--- src/rtl/ac_core.sv ---
// Fetch/decode/execute sequencer for the 8-bit accumulator machine.
// Masters the 32x8 RAM directly; its read data is combinational, so there are no wait states.
module ac_core #(
  parameter int AW = 5,
  parameter int DW = 8,
  parameter logic [AW-1:0] PC_RST = '0
) (
  input  logic          clk_i,
  input  logic          rst_ni,
  input  logic          en_i,
  input  logic [DW-1:0] mem_dout_i,
  output logic [AW-1:0] mem_addr_o,
  output logic          mem_wen_o,
  output logic [DW-1:0] mem_din_o,
  output logic [DW-1:0] acc_o,
  output logic [AW-1:0] pc_o,
  output logic [DW-1:0] ir_o,
  output logic          zero_o,
  output logic          carry_o,
  output logic          halted_o
);

  typedef enum logic [1:0] {FETCH, DECODE, EXEC, HALT} state_t;

  localparam logic [2:0] OP_LOAD  = 3'b000;
  localparam logic [2:0] OP_STORE = 3'b001;
  localparam logic [2:0] OP_ADD   = 3'b010;
  localparam logic [2:0] OP_SUB   = 3'b011;
  localparam logic [2:0] OP_JMP   = 3'b100;
  localparam logic [2:0] OP_JZ    = 3'b101;
  localparam logic [2:0] OP_NOP   = 3'b110;
  localparam logic [2:0] OP_HALT  = 3'b111;

  state_t        r_state;
  state_t        w_stateNext;
  logic [AW-1:0] r_pc;
  logic [DW-1:0] r_ir;
  logic [DW-1:0] r_acc;
  logic          r_z;
  logic          r_c;
  logic [2:0]    w_opcode;
  logic [AW-1:0] w_operand;
  logic [DW:0]   w_sum;
  logic [DW:0]   w_diff;
  logic          w_wen;
  logic [AW-1:0] w_addr;

  assign w_opcode  = r_ir[DW-1:DW-3];
  assign w_operand = r_ir[AW-1:0];
  // The ninth bit of the difference is the borrow, i.e. ACC < operand
  assign w_sum     = {1'b0, r_acc} + {1'b0, mem_dout_i};
  assign w_diff    = {1'b0, r_acc} - {1'b0, mem_dout_i};

  always_comb begin
    w_stateNext = r_state;
    w_wen       = 1'b0;
    w_addr      = w_operand;
    case (r_state)
      FETCH: begin
        w_addr      = r_pc;
        w_stateNext = DECODE;
      end
      DECODE: begin
        case (w_opcode)
          OP_LOAD, OP_ADD, OP_SUB: w_stateNext = EXEC;
          OP_STORE: begin
            w_wen       = en_i;
            w_stateNext = FETCH;
          end
          OP_HALT:                 w_stateNext = HALT;
          default:                 w_stateNext = FETCH;
        endcase
      end
      EXEC:    w_stateNext = FETCH;
      HALT:    w_stateNext = HALT;
      default: w_stateNext = FETCH;
    endcase
  end

  always_ff @(posedge clk_i or negedge rst_ni) begin
    if (!rst_ni) begin
      r_state <= FETCH;
      r_pc    <= PC_RST;
      r_ir    <= '0;
      r_acc   <= '0;
      r_z     <= 1'b0;
      r_c     <= 1'b0;
    end else if (en_i) begin
      r_state <= w_stateNext;
      case (r_state)
        FETCH: begin
          r_ir <= mem_dout_i;
          r_pc <= r_pc + 1'b1;
        end
        DECODE: begin
          if (w_opcode == OP_JMP || (w_opcode == OP_JZ && r_z)) begin
            r_pc <= w_operand;
          end
        end
        EXEC: begin
          case (w_opcode)
            OP_LOAD: begin
              r_acc <= mem_dout_i;
              r_z   <= (mem_dout_i == '0);
            end
            OP_ADD: begin
              r_acc <= w_sum[DW-1:0];
              r_c   <= w_sum[DW];
              r_z   <= (w_sum[DW-1:0] == '0);
            end
            OP_SUB: begin
              r_acc <= w_diff[DW-1:0];
              r_c   <= w_diff[DW];
              r_z   <= (w_diff[DW-1:0] == '0);
            end
            default: ;
          endcase
        end
        default: ;
      endcase
    end
  end

  assign mem_addr_o = w_addr;
  assign mem_wen_o  = w_wen;
  assign mem_din_o  = r_acc;
  assign acc_o      = r_acc;
  assign pc_o       = r_pc;
  assign ir_o       = r_ir;
  assign zero_o     = r_z;
  assign carry_o    = r_c;
  assign halted_o   = (r_state == HALT);

endmodule

--- config.mk ---
export PLATFORM = sky130hd
export DESIGN_NAME = ac_core
export DESIGN_NICKNAME = d
export VERILOG_FILES = /design/src/rtl/ac_core.sv
export SDC_FILE = /design/constraint.sdc
export NUM_CORES = 1
export LEC_CHECK = 0
export ABC_AREA = 0
export CAP_MARGIN = 15
export CORE_UTILIZATION = 46
export DETAILED_ROUTE_END_ITERATION = 6
export PLACE_DENSITY = 0.76
export SLEW_MARGIN = 40
export SYNTH_ARGS = -nofsm -noshare
export SYNTH_HDL_FRONTEND = slang
export SYNTH_SLANG_ARGS = --single-unit
--- constraint.sdc ---
create_clock -name clk_i -period 2.1 [get_ports clk_i]
set_clock_uncertainty 0.1 [all_clocks]
set_input_delay 0.525 -clock clk_i [delete_from_list [all_inputs] [get_ports clk_i]]
set_output_delay 0.525 -clock clk_i [all_outputs]
set_load 0.05 [all_outputs]
==> out/summary.txt <==
Cells after Synth -> 256
Worst R2R End -> acc_o[6]$_DFFE_PN0P_
Critical Path Fanout Max -> 3
Cell taking the most area after synthesis -> dfrtp_1
Hold Startpoint -> acc_o[2]$_DFFE_PN0P_
Worst Hold Class -> flip-flop to flip-flop
Width of the die -> 71.90 um
FF+latch count, synth -> 25
CP required -> 2190 ps
Hold Slack -> 478.7 ps
# hold bufs at CTS -> 0
Post-DP HPWL -> 4.819 mm
Die Ht -> 71.90 um
Top cells by area, synth -> dfrtp_1 28%, ha_1 9.5%, mux2_2 8.0%
Pre-antenna DRT Iters -> 4
H-tree depth -> 1
Post-Synthesis Cell Area -> 0.002247 mm^2
Ys Warns -> 0
Yosys cell types -> 51
Area share of the largest cell type after synthesis -> 27.84%
PortBufs -> 48
Worst Setup Start Kind -> flip-flop
Clock sinks -> 25
Die outline area -> 0.005169 mm^2
Outcome -> complete, but fails checks
Max Fclk -> 448.3 MHz
Syn avg cell area -> 8.778 um^2
Hold Path End -> acc_o[2]$_DFFE_PN0P_
First-pass GRT wire length -> 10.36 mm
RSZ-0062 raised after global routing -> true
Max_cap viols -> 0
Post-synthesis sequential area ratio -> 27.84%
Via count -> 2301
Wire per inst -> 15.84 um
Number of vias per cell -> 5.414
Ratio of cells with drive above 1 in the final layout -> 49.72%
Crit share post-route -> 106.2%
Clock buffer count from CTS -> 3
CTS tree -> yes
Largest net degree at the start of global routing -> 26
Nets -> 389
Worst-case reg-to-reg path depth -> 10
GR Util All Layers -> 25.89%
DRT antenna net count -> 0
Clk slew on worst S/H paths -> 90 ps
Row count -> 25
Post-route setup TNS -> -714.4 ps
Worst EP arrival -> 2320 ps
Reg-to-Reg Start -> acc_o[0]$_DFFE_PN0P_
Vias in the first global route -> 2174
Ant diodes -> 0
Worst slew pin tran -> 449.8 ps
Clk Latency, worst-skew pair -> 270 ps
Syn-to-layout area delta -> 52.56%
Final setup viols -> 11
Commonest non-fill, non-tap cell in the layout -> buf_4
Failing checks -> negative setup slack
DRC -> 0
Final Critical Period -> 2230 ps
Syn_nets -> 286
Crit Path Class -> flip-flop to flip-flop
Boundary pin count -> 49
Commonest non-fill, non-tap cells in the layout -> 100 x buf_4, 24 x nor2_1, 18 x dfrtp_1
GP Congestion -> 0.8676
Root buffer cell -> clkbuf_8
Initial antenna violation count -> 0
Final Hold Fails -> 0
R2R Setup Slk -> -130 ps
CP Capture Type -> flip-flop
Worst setup margin -> -130.5 ps
Max transition margin -> 69.94%
CORE AREA -> 0.004723 mm^2
Drt initial violations -> 171
WHS Path Cells -> 2
GRT overflow -> 0
Max-slew violations -> 0
Starting density of the core -> 47.58%
Longest Clk Path Bufs -> 2
Post-Route WL -> 6.733 mm
stage by stage:
stage	std cells	cell area [um^2]	setup WS (ps)	util, %
floorplan	256	2326	-169.0	-
global placement	411	3138	-703.9	66.44
detailed placement	411	3138	-782.1	66.44
CTS	423	3344	-185.5	70.81
global route	425	3428	-204.6	72.58
finish	425	3428	-130.5	72.58
cell usage after synthesis, drive strengths merged:
cell     count
clkbuf       3
nor3b        1
mux2        17
a221oi       1
o21a         5
a211o        1
and4bb       1
o31ai        4
inv         18
nand2b       7
a22o         1
fa           2
or4          1
nor4         3
and3         1
a31oi        6
nor3        11
o2bb2ai      2
nand2       17
mux2i        4
xor2         2
buf         14
o221ai       1
and4         1
o22ai        3
dfrtp       25
a211oi       4
or3          1
xnor2        6
a21boi       1
o21bai       2
and2         1
nor2b        4
o2111ai      2
o211a        2
a21oi       19
ha          17
o21ai       13
a221o        1
a21o         1
nor2        24
nand3        6
state kept, by name (all words and copies together) (netlist names):
name	cells
r_state	2
pc_o	5
ir_o	8
acc_o	8
carry_o	1
zero_o	1
timing repair:
| action | in CTS | in global routing |
|---|---|---|
| setup buffers | 8 | 2 |
| endpoints found under the hold margin | 0 | 0 |
| gates resized for setup | 34 | 10 |
| endpoints found under the setup margin | 15 | 14 |
| cloned | 0 | 0 |
| pin swaps | 19 | 17 |
worst max path at each step:
stage	cells after the start	startpoint	end
finish	10	acc_o[0]$_DFFE_PN0P_	acc_o[6]$_DFFE_PN0P_
global placement	10	mem_dout_i[0]	acc_o[6]$_DFFE_PN0P_
CTS	10	acc_o[0]$_DFFE_PN0P_	acc_o[6]$_DFFE_PN0P_
floorplan	10	acc_o[0]$_DFFE_PN0P_	acc_o[6]$_DFFE_PN0P_
detailed placement	10	mem_dout_i[0]	acc_o[6]$_DFFE_PN0P_
global route	10	acc_o[0]$_DFFE_PN0P_	acc_o[6]$_DFFE_PN0P_
kinds of logic after synthesis:
logic type	count (synthesis)	share of synthesized area (%)
AOI/OAI and AO/OA	69	21.44
xor gates and xnor gates	8	3.118
adders and majority gates	19	11.25
buffers and inverters	35	8.352
DFF	25	27.84
muxes	21	10.47
and+or+nand+nor	79	17.54
critical path: stages (launching register included):
cell,delay (ps)
dfrtp_2,420
inv_2,80
ha_4,130
inv_2,40
fa_2,370
a211oi_4,270
o21ai_2,100
a211oi_2,210
nand2_1,100
o211a_1,160
o31ai_2,170
per-layer routing:
metal	vias up	global-route usage, %	part of all wire, %
met5	-	0	0
met4	0	7.407	1.8
met3	14	3.056	4.7
met2	76	45.18	52
met1	1096	33.92	41
li1	1115	-	-
layout make-up:
class                      instances  area, um^2
timing repair buffer             115       922.1
tap                               67       83.83
fill                             367        1295
clock buffer                       3       41.29
sequential                        25       634.4
clock inverter                     1       5.005
inverter                          18       67.56
multi-input combinational        196        1674
Power is not shown: default switching activity piles up to over one toggle a cycle in this logic, so the estimate is an artifact.
